File: config.mk
export PLATFORM = sky130hd
export DESIGN_NAME = ps2_key_event_fifo
export DESIGN_NICKNAME = d
export VERILOG_FILES = /design/src/rtl/ps2_pkg.sv /design/src/rtl/ps2_scan_decoder.sv /design/src/rtl/ps2_key_event_fifo.sv
export SDC_FILE = /design/constraint.sdc
export NUM_CORES = 1
export LEC_CHECK = 0
export ABC_AREA = 1
export BUFFER_PORTS_ARGS = -buffer_cell sky130_fd_sc_hd__buf_4
export CAP_MARGIN = 20
export CELL_PAD_IN_SITES_DETAIL_PLACEMENT = 1
export CELL_PAD_IN_SITES_GLOBAL_PLACEMENT = 2
export CORE_MARGIN = 2
export CORE_UTILIZATION = 30
export CTS_CLUSTER_SIZE = 16
export DETAILED_ROUTE_END_ITERATION = 16
export PLACE_DENSITY = 0.67
export SETUP_SLACK_MARGIN = 0.02
export SLEW_MARGIN = 30
export SYNTH_ARGS = -nofsm -noshare
export SYNTH_HDL_FRONTEND = slang
export SYNTH_SLANG_ARGS = --single-unit
File: constraint.sdc
create_clock -name clock -period 3.9 [get_ports clock]
set_input_delay 0.39 -clock clock [delete_from_list [all_inputs] [get_ports clock]]
set_output_delay 0.39 -clock clock [all_outputs]
set_load 0.005 [all_outputs]
File: src/rtl/ps2_pkg.sv
// Shared constants and types for the PS/2 key event path.
// Scan bytes follow keyboard scan code set 2.
package ps2_pkg;

  localparam logic [7:0] PS2_EXT   = 8'hE0;
  localparam logic [7:0] PS2_BREAK = 8'hF0;

  localparam logic [7:0] PS2_ACK    = 8'hFA;
  localparam logic [7:0] PS2_BAT_OK = 8'hAA;
  localparam logic [7:0] PS2_ECHO   = 8'hEE;
  localparam logic [7:0] PS2_RESEND = 8'hFE;

  localparam int EVT_REL = 9;
  localparam int EVT_EXT = 8;
  localparam int EVT_W   = 10;

  typedef enum logic [1:0] {
    IDLE,
    GOT_E0,
    GOT_F0,
    GOT_E0F0
  } dec_state_t;

  function automatic logic is_ack(input logic [7:0] b);
    return (b == PS2_ACK) || (b == PS2_BAT_OK) ||
           (b == PS2_ECHO) || (b == PS2_RESEND);
  endfunction

endpackage

File: src/rtl/ps2_scan_decoder.sv
// Set-2 prefix decoder producing one-cycle key event strobes.
// PS2_REPEAT_FILTER_EN adds a held-key map that drops typematic repeats.
module ps2_scan_decoder
  import ps2_pkg::*;
#(
  parameter bit KEEP_BREAK = 1'b1,
  parameter bit FILTER_ACK = 1'b1
) (
  input  logic             clock,
  input  logic             reset,
  input  logic             key_strobe,
  input  logic [7:0]       key_data,
  output logic             emit,
  output logic [EVT_W-1:0] event_word
);

  dec_state_t state_q, state_d;
  logic emit_raw;
  logic rel;
  logic ext;

  always_ff @(posedge clock or posedge reset) begin
    if (reset) state_q <= IDLE;
    else       state_q <= state_d;
  end

  always_comb begin
    state_d  = state_q;
    emit_raw = 1'b0;
    rel      = 1'b0;
    ext      = 1'b0;
    if (key_strobe) begin
      unique case (state_q)
        IDLE: begin
          if (key_data == PS2_EXT)        state_d = GOT_E0;
          else if (key_data == PS2_BREAK) state_d = GOT_F0;
          else if (!(FILTER_ACK && is_ack(key_data))) emit_raw = 1'b1;
        end
        GOT_E0: begin
          if (key_data == PS2_BREAK)    state_d = GOT_E0F0;
          else if (key_data != PS2_EXT) begin
            emit_raw = 1'b1;
            ext      = 1'b1;
            state_d  = IDLE;
          end
        end
        GOT_F0: begin
          if (key_data == PS2_EXT)        state_d = GOT_E0;
          else if (key_data != PS2_BREAK) begin
            emit_raw = 1'b1;
            rel      = 1'b1;
            state_d  = IDLE;
          end
        end
        GOT_E0F0: begin
          if (key_data == PS2_EXT)        state_d = GOT_E0;
          else if (key_data != PS2_BREAK) begin
            emit_raw = 1'b1;
            rel      = 1'b1;
            ext      = 1'b1;
            state_d  = IDLE;
          end
        end
        default: state_d = IDLE;
      endcase
    end
  end

  assign event_word = {rel, ext, key_data};

`ifdef PS2_REPEAT_FILTER_EN
  logic [511:0] held_q;
  logic [8:0]   held_idx;

  assign held_idx = {ext, key_data};

  // Map tracks every decoded event, even ones the FIFO later drops.
  always_ff @(posedge clock or posedge reset) begin
    if (reset)         held_q <= '0;
    else if (emit_raw) held_q[held_idx] <= !rel;
  end

  assign emit = emit_raw && (rel ? KEEP_BREAK : !held_q[held_idx]);
`else
  assign emit = emit_raw && (KEEP_BREAK || !rel);
`endif

endmodule

File: src/rtl/ps2_key_event_fifo.sv
// PS/2 key event decoder feeding a show-ahead FIFO for the processor.
// Optional typematic repeat filter: define PS2_REPEAT_FILTER_EN.
module ps2_key_event_fifo
  import ps2_pkg::*;
#(
  parameter int DEPTH      = 8,
  parameter bit KEEP_BREAK = 1'b1,
  parameter bit FILTER_ACK = 1'b1,
  localparam int ADDR_W = $clog2(DEPTH),
  localparam int CNT_W  = ADDR_W + 1
) (
  input  logic             clock,
  input  logic             reset,
  input  logic             ps2_key_pressed,
  input  logic [7:0]       ps2_key_data,
  input  logic             pop,
  output logic             event_valid,
  output logic [EVT_W-1:0] event_data,
  output logic [CNT_W-1:0] count,
  output logic             overflow,
  input  logic             clear_overflow
);

  logic             emit;
  logic [EVT_W-1:0] evt;

  ps2_scan_decoder #(
    .KEEP_BREAK(KEEP_BREAK),
    .FILTER_ACK(FILTER_ACK)
  ) u_dec (
    .clock     (clock),
    .reset     (reset),
    .key_strobe(ps2_key_pressed),
    .key_data  (ps2_key_data),
    .emit      (emit),
    .event_word(evt)
  );

  logic [EVT_W-1:0]  mem_q [DEPTH];
  logic [ADDR_W-1:0] wr_ptr_q;
  logic [ADDR_W-1:0] rd_ptr_q;
  logic [CNT_W-1:0]  count_q;
  logic              ovf_q;

  logic full;
  logic do_pop;
  logic do_push;
  logic drop;

  assign full    = (count_q == CNT_W'(DEPTH));
  assign do_pop  = pop && (count_q != '0);
  assign do_push = emit && (!full || do_pop);
  assign drop    = emit && full && !do_pop;

  always_ff @(posedge clock or posedge reset) begin
    if (reset) begin
      for (int i = 0; i < DEPTH; i++) mem_q[i] <= '0;
      wr_ptr_q <= '0;
      rd_ptr_q <= '0;
      count_q  <= '0;
      ovf_q    <= 1'b0;
    end else begin
      if (do_push) begin
        mem_q[wr_ptr_q] <= evt;
        wr_ptr_q        <= wr_ptr_q + 1'b1;
      end
      if (do_pop) rd_ptr_q <= rd_ptr_q + 1'b1;
      count_q <= count_q + CNT_W'(do_push) - CNT_W'(do_pop);
      // A drop in the same cycle as a clear keeps the flag set.
      if (drop)                ovf_q <= 1'b1;
      else if (clear_overflow) ovf_q <= 1'b0;
    end
  end

  assign event_valid = (count_q != '0);
  assign event_data  = mem_q[rd_ptr_q];
  assign count       = count_q;
  assign overflow    = ovf_q;

endmodule
# [Word-level counts from Yosys, hierarchy flattened]
# Cells that the tools add are included.
[totals] reg_bits=93 inputBits=13 output_inout_bits=16 elab_cells=81
[op_classes] add_sub_neg=4 n_lt_le_gt_ge=3 n_eq_ne=15 n_mux=28 bitwise_logic=2 reduce_logical=16
[op_table] op="80-bit bitwise mux" n=1
[op_table] op="8-bit equality test, second input constant" n=6
[op_table] op="10-bit binary-select mux with 3-bit select" n=1
[op_table] op="10-bit demux with 3-bit select" n=1
[op_table] op="10-bit 2-to-1 mux" n=3
[op_table] op="8-bit inequality test, second input constant" n=2
[op_table] op="1-bit 2-to-1 mux" n=13
[op_table] op="2-bit 2-to-1 mux" n=6
[op_table] op="3-bit by 1-bit inequality test with 1-bit output, second input constant" n=3
[op_table] op="4-bit >= comparator, second input constant" n=2
[op_table] op="3-bit inverter with 4-bit output" n=2
[op_table] op="3-bit by 1-bit adder with 3-bit output, second input constant" n=2
[op_table] op="2-bit case mux with 3 select lines" n=1
[op_table] op="1-bit logical AND" n=5
[op_table] op="4-bit by 1-bit adder with 4-bit output" n=1
[op_table] op="2-bit equality test, second input constant" n=2
[op_table] op="4-bit equality test, second input constant" n=1
[op_table] op="1-bit logical OR" n=4
[op_table] op="4-bit by 1-bit < comparator with 1-bit output, second input constant" n=1
[op_table] op="4-bit AND reduction" n=1
[op_table] op="4-bit nonzero test" n=1
[op_table] op="4-bit by 1-bit subtractor with 4-bit output" n=1
[op_table] op="1-bit case mux with 3 select lines" n=1
[op_table] op="2-bit by 1-bit equality test with 1-bit output, second input constant" n=1
[op_table] op="other kinds (5)" n=6

# [Longest topological paths before layout]
[logic_depth] depth_word=12 depth_mapped=14 ltp_nobuf=12

# [Cells and area by module]
# Synthesis repeated with hierarchy kept, for this count alone.
[hier_totals] hier_cells=663 hier_area_um2=5036.1
[by_module_without_submodules] module="ps2_key_event_fifo" instances=1 cells_per_inst=599 area_each_um2=4659.5 seq_area_each_um2=2277.2
[by_module_without_submodules] module="ps2_scan_decoder" instances=1 cells_per_inst=64 area_each_um2=376.6 seq_area_each_um2=50.0

# [Worst setup path before layout]
# OpenSTA, ideal clock, no wires.
[synth_path] path_kind="flip-flop to flip-flop" from="register count_q[2], in the netlist count[2]" to="register count_q[2], in the netlist count[2]" setup_time_ns=0.123 arrival_time_ns=2.210 t_required_ns=3.777 slack_ns=1.567 stages_incl_launch_ff=13 n_path_buf=1 synth_period_minus_slack_ns=2.333 path_cell_list="dfrtp_1 inv_1 ha_1 nand2_1 nand2_2 nand3_1 buf_2 nand2_2 ha_1 inv_1 ha_1 fa_1 xor2_1"
[synth_between] elab_chain_len=6 word_cells_on_any_way=8 classes_between="2 x add/sub; 1 x eq/ne; 5 x reduce/logical"
[synth_rtl] item="start, declared" line_no="ps2_key_event_fifo.sv:42" source="logic [CNT_W-1:0] count_q;"
[synth_rtl] item="start signal, assigned" line_no="ps2_key_event_fifo.sv:68" source="count_q <= count_q + CNT_W'(do_push) - CNT_W'(do_pop);"
[synth_rtl] item="4-bit nonzero test *"
[synth_rtl] item="net event_valid" line_no="ps2_key_event_fifo.sv:17" source="output logic event_valid,"
[synth_rtl] item="1-bit logical AND *" line_no="ps2_key_event_fifo.sv:51" source="assign do_pop = pop && (count_q != '0);"
[synth_rtl] item="1-bit logical OR" line_no="ps2_key_event_fifo.sv:52" source="assign do_push = emit && (!full || do_pop);"
[synth_rtl] item="1-bit logical AND" line_no="ps2_key_event_fifo.sv:52"
[synth_rtl] item="4-bit by 1-bit adder with 4-bit output" line_no="ps2_key_event_fifo.sv:68"
[synth_rtl] item="4-bit by 1-bit subtractor with 4-bit output *" line_no="ps2_key_event_fifo.sv:68"
# Mark *: on every way through the listed nets, which the timed path passes. The rest lies on a longest branch.
# A chain may end at the register's enable or synchronous reset.

# [Final worst setup path]
[layout_path] from="register rd_ptr_q[0]" to="output port event_data[3]"
[layout_between] elab_chain_len=4
[layout_rtl] item="start, declared" line_no="ps2_key_event_fifo.sv:41" source="logic [ADDR_W-1:0] rd_ptr_q;"
[layout_rtl] item="start signal, assigned" line_no="ps2_key_event_fifo.sv:67" source="if (do_pop) rd_ptr_q <= rd_ptr_q + 1'b1;"
[layout_rtl] item="3-bit inverter with 4-bit output (implied by the code)" line_no="ps2_key_event_fifo.sv:76" source="assign event_data = mem_q[rd_ptr_q];"
[layout_rtl] item="10-bit binary-select mux with 3-bit select" line_no="ps2_key_event_fifo.sv:76"
[layout_rtl] item="10-bit 2-to-1 mux (implied by the code) (2 in a row)" line_no="ps2_key_event_fifo.sv:76"
[layout_rtl] item="end, declared" line_no="ps2_key_event_fifo.sv:18" source="output logic [EVT_W-1:0] event_data,"
# No other way between the ends. The select of a mux whose other input is x is not followed.

==> impl_metrics.env <==
export IMPL_cpPeakStageDelay_ns=0.66
export IMPL_crit_type="reg -> out"
export IMPL_synth_top_area_cell="dfrtp_1"
export IMPL_critical_path_depth=7
export IMPL_rr_startpoint="count[1]$_DFF_PP0_"
export IMPL_cp_max_fo=28
export IMPL_die_h_um=134.6
export IMPL_syn_inst=631
export IMPL_holdBufCountCts=0
export IMPL_clock_sinks=93
export IMPL_htreeDepth=3
export IMPL_pwr_share_comb_pct=45.8
export IMPL_cts_buffer_depth=2
export IMPL_synth_top_cell_area_share_pct=45.48
export IMPL_p_leak_nw=2.821
export IMPL_post_cts_setup_buffer_count=0
export IMPL_slew_headroom_pct=36.98
export IMPL_cts_buffers=9
export IMPL_netlist_area_um2=5117
export IMPL_cp_end_kind="output pin"
export IMPL_clk_pin_slew_ns=0.07
export IMPL_cts_resized=0
export IMPL_std_cell_rows=47
export IMPL_intPower_w=0.002606
export IMPL_ant_nets=0
export IMPL_worstPathArrival_ns=2.43
export IMPL_ys_warnings_count=0
export IMPL_grtUsageTotal_pct=20.85
export IMPL_layout_nets=659
export IMPL_wl_per_cell_um=20.65
export IMPL_viasPerCell=5.281
export IMPL_drive_gt1_share_pct=13.24
export IMPL_finalCritPeriodShare_pct=72.38
export IMPL_vdd_drop_max_uv=259.1
export IMPL_grt_pass1_vias=4762
export IMPL_num_vias=4552
export IMPL_antenna_found_initial=0
export IMPL_hold_viol=0
export IMPL_tns_ns=0
export IMPL_status="completed"
export IMPL_sw_frac_of_total_pct=43.65
export IMPL_clkPwrFrac_pct=18.0
export IMPL_worst_pin_slew_ns=0.9418
export IMPL_clock_root_buffer="clkbuf_16"
export IMPL_crit_chain="inv_1 -> buf_4 -> nor2_1 -> o32ai_1 -> nand2_1 -> nand2_1 -> buf_4"
export IMPL_fmax_mhz=354.2
export IMPL_cap_violations=0
export IMPL_port_buffers=28
export IMPL_die_w_um=134.6
export IMPL_die_area_um2=18120
export IMPL_finalMaxSlewViolations=0
export IMPL_r2r_cells=10
export IMPL_start_util_pct=30.75
export IMPL_power_w=0.004624
export IMPL_cts_tree="built"
export IMPL_crit_path_start="rd_ptr_q[0]$_DFFE_PP0P_"
export IMPL_period_needed_ns=2.823
export IMPL_hold_class="in -> async"
export IMPL_firstDrtPassIters=4
export IMPL_place_gp_congestion=0.7780
export IMPL_power_density_nw_per_um2=808.7
export IMPL_setup_worst_path_start_class="flop"
export IMPL_hpwl_um=11430
export IMPL_synthToLayoutAreaGrowth_pct=11.74
export IMPL_pin_count=29
export IMPL_dr_first_iter_drc_count=316
export IMPL_final_setup_viol_count=0
export IMPL_cp_slowest_cell="dfrtp_1"
export IMPL_overflow=0
export IMPL_clkLatencyLatePin_ns=0.35
export IMPL_wirelength_um=17800
export IMPL_crit_required_ns=3.51
export IMPL_syn_avg_cell_area_um2=8.110
export IMPL_grt_pass1_wl_um=28390
export IMPL_drc=0
export IMPL_fin_worst_skew_ns=0.008947
export IMPL_grt_max_degree=84
export IMPL_seq_area_frac_synth_pct=45.48
export IMPL_p_sw_w=0.002018
export IMPL_synth_seq_cells=93
export IMPL_timing_critical_path_buf_inv=3
export IMPL_fillCellCount=1968
export IMPL_power_share_sequential_pct=36.2
export IMPL_core_area_um2=16640
export IMPL_ff2ff_setup_slack_ns=1.24
export IMPL_crit_family="buffers and inverters"
export IMPL_endpoint="event_data[3]"
export IMPL_synth_cell_types=28
export IMPL_grt_setup_unrepaired="false"
export IMPL_syn_nets=653
export IMPL_regToRegEndpoint="count[2]$_DFF_PP0_"
export IMPL_final_core_util_pct=34.36
export IMPL_insertedDiodeCount=0
export IMPL_netlist_top_cells_area="dfrtp_1, nand2_1, nand4_1"
[how the worst min path moves through the flow]
| stage | slack (ns) | start | depth (start not counted) | endpoint |
|---|---|---|---|---|
| 2_1_floorplan | 0.44 | mem_q[10]$_DFFE_PP0P_ | 2 | mem_q[10]$_DFFE_PP0P_ |
| 3_3_place_gp | 0.46 | mem_q[13]$_DFFE_PP0P_ | 2 | mem_q[13]$_DFFE_PP0P_ |
| 3_5_place_dp | 0.47 | mem_q[5]$_DFFE_PP0P_ | 2 | mem_q[5]$_DFFE_PP0P_ |
| 4_1_cts | 0.17 | reset | 2 | mem_q[78]$_DFFE_PP0P_ |
| 5_1_grt | 0.21 | reset | 2 | mem_q[58]$_DFFE_PP0P_ |
| 6_report | 0.16 | reset | 2 | mem_q[51]$_DFFE_PP0P_ |
[power by group through the flow]
stage | sequential, W | clock (W) | combinational (W)
after floorplan | 0.00156 | 0 | 0.00138
after global placement | 0.00167 | 0 | 0.00209
after detailed placement | 0.00169 | 0 | 0.00215
after CTS | 0.00168 | 0.000864 | 0.00216
after global routing | 0.00173 | 0.000908 | 0.00237
final | 0.00167 | 0.000834 | 0.00212
[registers in the layout (all words and copies together), names as in the netlist]
name           cells
u_dec.state_q      2
mem_q             80
overflow           1
rd_ptr_q           3
count              4
wr_ptr_q           3
[metrics by stage]
step | area [um^2] | worst slack, ns | instances | hold WS (ns)
floorplan | 5117 | 1.090 | 631 | 0.4442
global placement | 5448 | 1.322 | 846 | 0.4572
detailed placement | 5448 | 1.212 | 846 | 0.4663
CTS | 5718 | 0.9853 | 862 | 0.1730
global route | 5718 | 0.9101 | 862 | 0.2054
finish | 5718 | 1.077 | 862 | 0.1564
[layout make-up]
| type | count | area (um^2) | share of cell area [%] |
|---|---|---|---|
| clock buffer | 12 | 246.5 | 4.311 |
| clock inverter | 4 | 23.77 | 0.4158 |
| inverter | 23 | 88.84 | 1.554 |
| multi-input combinational | 466 | 2426 | 42.43 |
| sequential | 93 | 2327 | 40.70 |
| tap | 220 | 275.3 | 4.814 |
| timing repair buffer | 44 | 330.3 | 5.777 |
[metal layers]
| metal | vias up | part of all wire (%) | GRT usage [%] |
|---|---|---|---|
| met4 | 0 | 2.9 | 8.363 |
| met3 | 29 | 5.1 | 4.279 |
| met1 | 2288 | 45 | 28.09 |
| met2 | 103 | 47 | 32.88 |
| li1 | 2132 | - | - |
| met5 | - | 0 | 0 |
[worst reg2reg max path: stages, from the launching register on]
cell     delay, ns
dfrtp_1       0.42
nor2_1        0.23
nand2_1       0.12
nand2_2       0.13
nand3_4       0.44
nand2_2       0.28
ha_1          0.14
inv_1         0.04
ha_1          0.20
fa_1          0.39
xor2_1        0.16
[placed cells by master, fill, tap and decap left out]
| master | netlist | final |
|---|---|---|
| nor2_1 | 80 | 80 |
| nand2_2 | 5 | 5 |
| nor2_2 | 2 | 2 |
| nand3_1 | 7 | 6 |
| a21oi_1 | 1 | 1 |
| o21ai_4 | 1 | 1 |
| clkbuf_16 | 0 | 9 |
| clkbuf_8 | 0 | 1 |
| nand4_4 | 8 | 8 |
| dfrtp_1 | 93 | 93 |
| clkbuf_1 | 18 | 2 |
| nand2_4 | 1 | 1 |
| clkinv_2 | 0 | 3 |
| xnor2_1 | 1 | 1 |
| inv_1 | 17 | 16 |
| o21ai_0 | 23 | 23 |
| nand2_1 | 219 | 219 |
| nand3_4 | 1 | 2 |
| xor2_1 | 4 | 4 |
| a21oi_4 | 1 | 1 |
| o22ai_1 | 1 | 1 |
| ha_1 | 8 | 8 |
| fa_1 | 1 | 1 |
| nand4_1 | 80 | 80 |
| buf_4 | 4 | 44 |
| inv_2 | 6 | 6 |
| inv_4 | 0 | 1 |
| o32ai_1 | 20 | 20 |
| clkinv_4 | 0 | 1 |
| o31ai_1 | 2 | 2 |
[cell usage after synthesis]
library cell	number
o21ai_4	1
nand2_4	1
a21oi_4	1
nand3_4	1
nand2_1	219
o22ai_1	1
buf_6	10
xnor2_1	1
nor2_2	2
buf_1	4
nand2_2	5
fa_1	1
o32ai_1	20
a21oi_1	1
inv_1	17
dfrtp_1	93
o31ai_1	2
ha_1	8
inv_2	6
buf_2	13
xor2_1	4
nand3_1	7
nor2_1	80
nand4_1	80
buf_4	4
clkbuf_1	18
o21ai_0	23
nand4_4	8
[cells by family after synthesis]
| kind of cell | Yosys count | synth area share [%] |
|---|---|---|
| xor+xnor | 5 | 0.8557 |
| buf+inv | 72 | 7.359 |
| compound gates | 49 | 6.822 |
| simple gates | 403 | 37.14 |
| fa+ha+maj | 9 | 2.347 |
| flops | 93 | 45.48 |
No activity file was read; power rests on OpenSTA's default activity.
